===== config.mk =====
export PLATFORM = sky130hd
export DESIGN_NAME = hsp_ram_arbiter
export DESIGN_NICKNAME = d
export VERILOG_FILES = /design/src/rtl/hsp_ram_arbiter.sv
export SDC_FILE = /design/constraint.sdc
export NUM_CORES = 1
export LEC_CHECK = 0
export BUFFER_PORTS_ARGS = -buffer_cell sky130_fd_sc_hd__buf_2
export CORE_MARGIN = 10
export CORE_UTILIZATION = 41
export CTS_CLUSTER_SIZE = 14
export DETAILED_ROUTE_END_ITERATION = 7
export MAX_ROUTING_LAYER = met4
export PLACE_DENSITY = 0.73
export SLEW_MARGIN = 20
export SYNTH_ARGS = -nofsm -noshare
export SYNTH_HDL_FRONTEND = slang
export SYNTH_SLANG_ARGS = --single-unit
export TNS_END_PERCENT = 20

===== constraint.sdc =====
create_clock -name clk -period 1.9 [get_ports clk]
set_input_delay 0.475 -clock clk [delete_from_list [all_inputs] [get_ports clk]]
set_output_delay 0.475 -clock clk [all_outputs]
set_load 0.005 [all_outputs]

===== src/rtl/hsp_ram_arbiter.sv =====
// hsp_ram_arbiter
//   Shares one single-port synchronous message RAM between the hi-speed
//   protocol receiver (write requester) and transmitter (read requester).
//   It arbitrates round-robin, sequences each RAM access, and returns
//   rdy pulses and read data to the protocol core.
//
// Ports
//   clk        in   system clock, rising edge
//   rst_l      in   asynchronous active-low reset
//   wr_req     in   write request (level), held until wr_rdy
//   wr_addr    in   write address, stable while wr_req
//   wr_data    in   write data, stable while wr_req
//   wr_rdy     out  1-cycle pulse: write performed
//   rd_req     in   read request (level), held until rd_rdy
//   rd_addr    in   read address, stable while rd_req
//   rd_rdy     out  1-cycle pulse: rd_data valid
//   rd_data    out  read data, registered, held until next read completes
//   ram_en     out  RAM access enable
//   ram_we     out  RAM write enable (only together with ram_en)
//   ram_addr   out  RAM address, registered, holds last value while idle
//   ram_wdata  out  RAM write data, registered, holds last value while idle
//   ram_rdata  in   RAM read data, valid RD_LATENCY cycles after ram_en
//   busy       out  1 whenever the sequencer is not idle
//   state_dbg  out  current sequencer state (debug)
//
// Handshake: a requester raises req with stable addr/data and holds it until
// its rdy pulses for exactly one cycle. The cycle after a completed access is
// a release cycle in which requests are ignored, so the requester can drop req;
// a req still high in the following idle cycle is treated as a new request.

module hsp_ram_arbiter #(
  parameter int ADDR_W     = 16,
  parameter int DATA_W     = 8,
  parameter int RD_LATENCY = 1
) (
  input  logic              clk,
  input  logic              rst_l,
  input  logic              wr_req,
  input  logic [ADDR_W-1:0] wr_addr,
  input  logic [DATA_W-1:0] wr_data,
  output logic              wr_rdy,
  input  logic              rd_req,
  input  logic [ADDR_W-1:0] rd_addr,
  output logic              rd_rdy,
  output logic [DATA_W-1:0] rd_data,
  output logic              ram_en,
  output logic              ram_we,
  output logic [ADDR_W-1:0] ram_addr,
  output logic [DATA_W-1:0] ram_wdata,
  input  logic [DATA_W-1:0] ram_rdata,
  output logic              busy,
  output logic [2:0]        state_dbg
);

  localparam logic [2:0] S_IDLE     = 3'd0;
  localparam logic [2:0] S_WR       = 3'd1;
  localparam logic [2:0] S_RD_ISSUE = 3'd2;
  localparam logic [2:0] S_RD_WAIT  = 3'd3;
  localparam logic [2:0] S_RD_DONE  = 3'd4;
  localparam logic [2:0] S_RELEASE  = 3'd5;

  localparam logic GRANT_WR = 1'b0;
  localparam logic GRANT_RD = 1'b1;

  // RD_WAIT lasts RD_LATENCY cycles; the counter starts at RD_LATENCY-1.
  localparam logic [1:0] LAT_INIT = 2'(RD_LATENCY - 1);

  logic [2:0] state;
  logic [1:0] lat_cnt;
  logic       last_grant;
  logic       pick_wr;
  logic       pick_rd;

  // On a tie the requester that was not served last wins.
  always_comb begin
    pick_wr = wr_req && (!rd_req || (last_grant == GRANT_RD));
    pick_rd = rd_req && !pick_wr;
  end

  // All strobes are registered: they are set on the edge that enters the
  // state in which they must be visible and cleared by default afterwards.
  always_ff @(posedge clk or negedge rst_l) begin
    if (!rst_l) begin
      state      <= S_IDLE;
      lat_cnt    <= 2'd0;
      last_grant <= GRANT_RD;
      wr_rdy     <= 1'b0;
      rd_rdy     <= 1'b0;
      rd_data    <= '0;
      ram_en     <= 1'b0;
      ram_we     <= 1'b0;
      ram_addr   <= '0;
      ram_wdata  <= '0;
    end else begin
      ram_en <= 1'b0;
      ram_we <= 1'b0;
      wr_rdy <= 1'b0;
      rd_rdy <= 1'b0;
      case (state)
        S_IDLE: begin
          if (pick_wr) begin
            state      <= S_WR;
            ram_en     <= 1'b1;
            ram_we     <= 1'b1;
            ram_addr   <= wr_addr;
            ram_wdata  <= wr_data;
            wr_rdy     <= 1'b1;
            last_grant <= GRANT_WR;
          end else if (pick_rd) begin
            state      <= S_RD_ISSUE;
            ram_en     <= 1'b1;
            ram_addr   <= rd_addr;
            last_grant <= GRANT_RD;
          end
        end
        S_WR: state <= S_RELEASE;
        S_RD_ISSUE: begin
          lat_cnt <= LAT_INIT;
          state   <= S_RD_WAIT;
        end
        S_RD_WAIT: begin
          // The last wait cycle is the one in which ram_rdata is valid.
          if (lat_cnt == 2'd0) begin
            rd_data <= ram_rdata;
            rd_rdy  <= 1'b1;
            state   <= S_RD_DONE;
          end else begin
            lat_cnt <= lat_cnt - 2'd1;
          end
        end
        S_RD_DONE: state <= S_RELEASE;
        S_RELEASE: state <= S_IDLE;
        default:   state <= S_IDLE;
      endcase
    end
  end

  assign busy      = (state != S_IDLE);
  assign state_dbg = state;

endmodule


### Word-level counts from Yosys, hierarchy flattened

Cells that the tools add are included.
Widths: inputs -> output; s select.

* register bits after elaboration: 41
* bits in latches: 0
* bits in writable memories: 0
* bits in read-only memories: 0
* input bits: 52
* output and inout bits: 40
* memories: 0

* $add $sub $neg: 1
* multiply operators: 0
* div/mod/pow operators: 0
* $lt $le $gt $ge: 0
* equal/unequal tests: 7
* shift-type cells: 0
* multiplexer cells: 17
* bitwise logic cells: 0
* reduce and logical (&&, ||, !) cells: 16

Operator list (number)
* $mux 16: 2
* $pmux 3 s4: 1
* $reduce_and 2->1: 5
* $mux 1: 9
* $mux 3: 3
* $eq 3x2->1 const B: 2
* $ne 2x2->1 const B: 2
* $pmux 2 s2: 1
* $reduce_bool 2->1: 2
* $eq 3x1->1 const B: 1
* $eq 3x3->1 const B: 1
* $logic_not 3->1: 1
* $ne 3x3->1 const B: 1
* $reduce_bool 3->1: 1
* $logic_and 1x1->1: 2
* $logic_not 1->1: 2
* $logic_not 2->1: 1
* $mux 2: 1
* $reduce_or 2->1: 1
* $sub 2x1->2 const B: 1
* $logic_or 1x1->1: 1

### Logic depth before layout (Yosys ltp)

Gate-level depths: netlist (run 1).

* depth in word-level cells: 8
* gate-level depth with buffers: 6
* gate-level depth less buffers: 5

### Worst setup path after synthesis (run 1)

OpenSTA, ideal clock, no wires.

* path kind: register to register
* from: reg state[0], in the netlist state_dbg[0]
* to: reg ram_wdata[0]
* setup time: 0.125 ns
* arrival time: 1.265 ns
* data required time: 1.775 ns
* path slack: 0.511 ns
* cell stages (with the launch flop): 6
* path buffers: 2
* period minus slack after synthesis: 1.389 ns
* cell sequence: dfrtp_1 -> buf_6 -> nor3_4 -> buf_6 -> nand3_4 -> mux2_2

* word-level cells in the longest chain between the ends: 2

RTL lines
* start, declared: line 68 `logic [2:0] state;`
* start signal, assigned: line 84 `state <= S_IDLE;`
* start signal, assigned: line 102 `state <= S_WR;`
* start signal, assigned: line 110 `state <= S_RD_ISSUE;`
* $logic_not 3->1: line 99 `case (state)`
* $reduce_and 2->1 (no line)
* end signal, assigned: line 106 `ram_wdata <= wr_data;`
* end, declared: line 49 `output logic [DATA_W-1:0] ram_wdata,`

No other way between the ends.
A chain may end at the register's enable or synchronous reset.

### Worst setup path in the final report (run 1)

* from: reg state[2], in the netlist state_dbg[2]
* to: out busy

* word-level cells in the longest chain between the ends: 1

RTL lines
* $reduce_bool 3->1: line 138 `assign busy = (state != S_IDLE);`
* end, declared: line 51 `output logic busy,`

No other way between the ends.

==> qor.csv, run 1 <==
stage;metric;value;unit
setup_path;critPathLaunch;state_dbg[2];
clock_network;insertion_delay;0.28;ns
placed_design;io_buffers;91;
detailed_routing;first_iter_violations;65;
grt;grt_max_degree;21;
synth;syn_inst;133;
job;drv_cap;0;
die;core_area;4115;um2
clock_network;cts_num_sinks;41;
setup_path;r2r_start;state_dbg[2];
sta;fin_setup_tns;0;ns
setup_path;worstPathCellList;nor3_4 > inv_2 > buf_2;
clock_network;cts_made_buffers;5;
clock_network;htreeDepth;2;
sta;setup_viol;0;
sta;clock.fmax;0.5819;GHz
die;num_rows;23;
setup_path;end_kind;primary output;
setup_path;crit_type;reg -> out;
grt;grt_pass1_vias;1592;
sta;finalHoldViolations;0;
synth;ys_async_sr_fraction;1.000;
synth;synth_fp_nets;186;
sta;rsz0062_at_grt;no;
setup_path;path_buf_inv;2;
setup_path;required;1.42;ns
clock_network;cts-hold-fix-buffers;0;
die;die_x;86.13;um
synth;yosys_warnings;0;
setup_path;cp_slowest_stage_delay;0.51;ns
sta;min_period_over_period;0.9045;
placed_design;hpwl;3762;um
clock_network;cts_resized;0;
detailed_routing;wl;4746;um
clock_network;path_clk_slew;0.07;ns
setup_path;arrival;1.24;ns
sta;fin_crit;1.719;ns
cells_and_area;finalNonFillerCells;278;
clock_network;ctsRootBufferMaster;clkbuf_8;
cells_and_area;fin_nets;280;
synth;synth_seq_cells;41;
placed_design;gp_congestion;0.7554;
clock_network;cts_setup_buffers;0;
die;die_area;7418;um2
detailed_routing;wire_per_inst;17.07;um
grt;grt_usage;0.1268;
sta;drv_slew;0;
detailed_routing;drtAntennaViolNets;0;
synth;synth_top_area_frac;0.5583;
synth;synth_area_leaders;dfrtp_1 (56%), mux2_2 (10%), a2bb2oi_1 (7.8%);
cells_and_area;area_growth;32.24;%
synth;synth_top_area_cell;dfrtp_1;
power_and_ir_drop;p_leak;1.151;nW
sta;relSlewSlack;0.5660;
sta;skew;0.003232;ns
grt;overflow;0;
die;start_util;0.4357;
power_and_ir_drop;cellPowerDensity;1432;nW/um2
synth;syn_avg_cell_area;13.48;um2
clock_network;cts_buffer_depth;2;
min_path;min_path_type;in -> async;
power_and_ir_drop;peakVddDrop;672.6;uV
placed_design;dp_cells;269;
synth;synth_edf_count;0;
cells_and_area;diodes;0;
setup_path;worst_path_dominant_cell_family;flip-flops;
detailed_routing;vias;1449;
die;die_h;86.13;um
synth;synth_area;1793;um2
clock_network;cts_tree;done;
synth;ys.flop_type;dfrtp_1;
cells_and_area;drive_above_1_share;0.5658;
sta;tightest_slew;0.6480;ns
setup_path;critPathMaxFanout;8;
detailed_routing;drc_errors;0;
detailed_routing;via_per_inst;5.212;
synth;ys_types;29;
synth;seq_area_frac_synth;0.5729;
run_status;run_status;finished, final reports clean;
detailed_routing;dr.pass1.iters;3;
setup_path;cp_slowest_cell;dfrtp_1;
grt;grt_pass1_wl;7493;um
setup_path;critPathLaunchType;flop;
die;ioPinCount;92;
grt;antenna_found_initial;0;
[cell usage after synthesis (all sizes together), types with 3 or more instances]
library cell and number:
inv 8, mux2 16, a21oi 4, dfrtp 40, a31oi 3, nor2b 3
buf 9, a2bb2oi 16, o32ai 16
[metrics by stage]
stage / hold WS, ns / total power, mW / setup slack (ns) / instance area, um2 / utilization
finish: 0.1180 / 3.395 / 0.1814 / 2371 / 0.5762
global route: 0.1337 / 3.667 / 0.1090 / 2371 / 0.5762
CTS: 0.1283 / 3.444 / 0.02498 / 2361 / 0.5737
detailed placement: 0.4423 / 2.894 / 0.009623 / 2278 / 0.5537
global placement: 0.4443 / 2.848 / 0.08921 / 2278 / 0.5537
floorplan: 0.1794 / 2.313 / 0.5108 / 1793 / -
[power breakdown]
group | internal (mW) | switching [mW]
logic | 0.751 | 0.604
registers | 1.26 | 0.247
clock network | 0.254 | 0.279
[final cells by class]
type,count,area (um2)
Timing Repair Buffer,97,500.5
Inverter,8,30.03
Multi-Input combinational cell,74,668.1
Fill cell,369,1744
Sequential cell,41,1027
Clock buffer,6,72.57
Tap cell,50,62.56
Clock inverter,2,10.01
[worst paths after layout]
check,cells past startpoint,slack (ns),to
setup / recovery,3,0.18,busy
hold / removal,1,0.12,ram_addr[7]
setup reg to reg,4,0.41,ram_wdata[2]
hold reg to reg,1,0.50,rd_data[6]
max in group asynchronous,2,1.24,ram_wdata[7]
min in group clk,2,0.42,ram_wdata[7]
[cells in the final DEF, fill, tap and decap left out, drive strengths merged]
master / synthesis / layout
buf: 9 / 97
dfrtp: 40 / 40
o32ai: 16 / 16
a2bb2oi: 16 / 16
mux2: 16 / 16
inv: 8 / 8
clkbuf: 1 / 6
a21oi: 4 / 4
a31oi: 3 / 3
nor2b: 3 / 3
nand2b: 2 / 2
nand2: 2 / 2
clkinv: 0 / 2
nand3: 2 / 2
nor2: 2 / 2
nor3: 1 / 1
a21bo: 1 / 1
xnor2: 1 / 1
o22ai: 1 / 1
a41o: 1 / 1
o21ai: 1 / 1
a221oi: 1 / 1
ha: 1 / 1
dfstp: 1 / 1
[sequential cells by signal, indices dropped and copies added, names as in the netlist]
| name | flops |
|---|---|
| rd_data | 8 |
| ram_wdata | 8 |
| ram_en | 1 |
| ram_we | 1 |
| lat_cnt | 2 |
| rd_rdy | 1 |
| ram_addr | 16 |
| last_grant | 1 |
| state_dbg | 3 |
[routing by layer]
layer  wire length, um  track usage
met3               655      0.08231
met5                 0            -
met2              1974       0.1778
met1              2091       0.1484
met4                23      0.02695
[cell families (layout without fill, tap and decap cells)]
kind of cell / Yosys count / after routing / synth area share
buf+inv: 18 / 113 / 0.05582
fa+ha+maj: 1 / 1 / 0.006977
simple gates: 12 / 12 / 0.05862
compound gates: 44 / 44 / 0.2003
flops: 41 / 41 / 0.5729
xor+xnor: 1 / 1 / 0.004886
mux: 16 / 16 / 0.1005
(Power assumes the default switching activity.)
==> run 2, diff against run 1 <==
--- a/config.mk
+++ b/config.mk
@@ -6,7 +6,7 @@
 export NUM_CORES = 1
 export LEC_CHECK = 0
 export BUFFER_PORTS_ARGS = -buffer_cell sky130_fd_sc_hd__buf_2
-export CORE_MARGIN = 10
+export CORE_MARGIN = 3
 export CORE_UTILIZATION = 41
 export CTS_CLUSTER_SIZE = 14
 export DETAILED_ROUTE_END_ITERATION = 7
==> qor.csv, run 2 (synthesis gave the netlist of run 1 again) <==
stage;metric;value;unit;change
cells_and_area;final_common_cell;buf_2;;
placed_design;dp_cells;267;;-0.74%
clock_network;cts_num_sinks;41;;unchanged
sta;setup_viol;0;;unchanged
sta;drv_slew;0;;unchanged
grt;antenna_found_initial;0;;unchanged
grt;grt_pass1_wl;6679;um;-11%
cells_and_area;reg_top3;ram_addr x16, ram_wdata x8, rd_data x8;;
setup_path;critPathMaxFanout;8;;unchanged
grt;grt_max_degree;22;;+4.8%
detailed_routing;wire_per_inst;14.78;um;-13%
run_status;run_status;finished, final reports clean;;
detailed_routing;via_per_inst;5.181;;-0.61%
grt;grt_usage;0.1702;;+0.04340
cells_and_area;area_growth;31.75;%;
sta;fin_setup_tns;0;ns;unchanged
job;drv_cap;0;;unchanged
power_and_ir_drop;intPower;2.274;mW;+0.41%
cells_and_area;fin_nets;279;;-0.36%
clock_network;cts_resized;0;;unchanged
detailed_routing;first_iter_violations;64;;-1.5%
cells_and_area;layout_common_cells;buf_2 (91), dfrtp_1 (40), o32ai_1 (16), a2bb2oi_1 (16), mux2_2 (16);;
detailed_routing;dr.pass1.iters;4;;+1
clock_network;ctsRootBufferMaster;clkbuf_8;;
die;num_rows;23;;unchanged
setup_path;crit_type;reg -> out;;
power_and_ir_drop;p_clk_frac;0.157;;about the same
detailed_routing;wl;4095;um;-14%
die;die_h;72.13;um;-16%
grt;grt_pass1_vias;1433;;-10%
cells_and_area;diodes;0;;unchanged
cells_and_area;drive_above_1_share;0.5595;;-0.006318
placed_design;hpwl;3060;um;-19%
cells_and_area;finalNonFillerCells;277;;-0.36%
min_path;min_path_type;in -> async;;
die;die_x;72.13;um;-16%
placed_design;gp_congestion;0.7396;;-2.1%
power_and_ir_drop;p_sw;1.096;mW;-2.9%
power_and_ir_drop;power_frac_seq;0.449;;+0.005
die;core_area;4115;um2;unchanged
grt;overflow;0;;unchanged
clock_network;cts_buffer_depth;2;;unchanged
placed_design;io_buffers;91;;unchanged
clock_network;insertion_delay;0.28;ns;about the same
sta;rsz0062_at_grt;no;;
cells_and_area;postLayoutCellArea;2362;um2;-0.37%
power_and_ir_drop;peakVddDrop;759.7;uV;+13%
placed_design;placed_area;2263;um2;-0.66%
clock_network;cts_made_buffers;5;;unchanged
sta;tightest_slew;0.6274;ns;-0.02058 ns
sta;clock.fmax;0.5727;GHz;-1.6%
detailed_routing;drc_errors;0;;unchanged
clock_network;cts-hold-fix-buffers;0;;unchanged
cells_and_area;regMostFlops;ram_addr;;
clock_network;htreeDepth;2;;unchanged
die;die_area;5203;um2;-30%
die;start_util;0.4357;;unchanged
sta;whs;0.1418;ns;+0.02371 ns
sta;finalHoldViolations;0;;unchanged
power_and_ir_drop;cellPowerDensity;1427;nW/um2;-0.34%
setup_path;end_kind;primary output;;
power_and_ir_drop;p_leak;1.144;nW;-0.62%
sta;skew;0.003699;ns;+0.0004662 ns
sta;fin_crit;1.746;ns;+0.02749 ns
cells_and_area;fillers;345;;-6.5%
detailed_routing;vias;1435;;-0.97%
sta;min_period_over_period;0.9190;;+0.01447
power_and_ir_drop;comb_power_share;0.393;;-0.006
sta;relSlewSlack;0.5798;;+0.01378
clock_network;cts_tree;done;;
die;ioPinCount;92;;unchanged
clock_network;path_clk_slew;0.07;ns;about the same
setup_path;arrival;1.27;ns;+0.03 ns
setup_path;critPathLaunchType;flop;;
setup_path;required;1.42;ns;about the same
cells_and_area;largest_reg_flops;16;;unchanged
detailed_routing;drtAntennaViolNets;0;;unchanged
power_and_ir_drop;p_sw_frac;0.3253;;-0.007497
## run 2: changes by cell type in the layout (fill, tap and decap cells not counted), sizes merged
cell and change:
clkinv -1, clkbuf +1, buf -1
## run 2: power by group through the flow
| stage | Sequential (mW) | Combinational [mW] | Clock [mW] |
|---|---|---|---|
| 2_1_floorplan | 1.50 | 0.818 | 0 |
| 3_3_place_gp | 1.51 | 1.29 | 0 |
| 3_5_place_dp | 1.52 | 1.32 | 0 |
| 4_1_cts | 1.51 | 1.32 | 0.566 |
| 5_1_grt | 1.56 | 1.47 | 0.597 |
| 6_report | 1.51 | 1.33 | 0.531 |
## run 2: worst paths after layout
check                      depth (start not counted)           end    startpoint  slack (ns)
hold / removal                                     1   ram_addr[3]         rst_l        0.14
setup / recovery                                   3          busy  state_dbg[2]        0.15
hold reg to reg                                    1    lat_cnt[0]    lat_cnt[0]        0.49
setup reg to reg                                   4  ram_wdata[5]  state_dbg[2]        0.38
min in group clk                                   2  ram_wdata[1]    wr_data[1]        0.42
max in group asynchronous                          2  ram_wdata[0]         rst_l        1.10
## run 2: area by class of cell
cell class,count,area [um2],area share
repair buffers,96,493.0,0.2087
clock buffers,7,76.32,0.03231
multi-input cells,74,668.1,0.2828
well taps,50,62.56,0.02648
flip-flops and latches,41,1027,0.4349
inverters,8,30.03,0.01271
clock inverters,1,5.005,0.002119
## run 2: metal layers
metal | wire length [um] | up-vias | GRT usage
li1 | - | 689 | -
met1 | 1817 | 668 | 0.2107
met2 | 1830 | 76 | 0.2730
met3 | 430 | 2 | 0.05125
met4 | 17 | 0 | 0.04384
met5 | 0 | - | -
## run 2: per-stage QoR
| stage | setup WS [ns] | utilization | power, mW |
|---|---|---|---|
| floorplan | 0.5108 | - | 2.313 |
| global placement | -0.01989 | 0.5500 | 2.809 |
| detailed placement | -0.06901 | 0.5500 | 2.844 |
| CTS | 0.006032 | 0.5698 | 3.397 |
| global route | 0.05802 | 0.5740 | 3.632 |
| finish | 0.1539 | 0.5740 | 3.371 |
## run 2: critical path, cell delays in order, from the launching register on
cell and delay, ns:
dfrtp_1 0.51, nor3_4 0.26, inv_2 0.09, buf_2 0.14
## run 2: repair_timing
action	CTS	global route
setup endpoints to repair	0	1
hold endpoints to repair	0	0
setup buffers	0	2
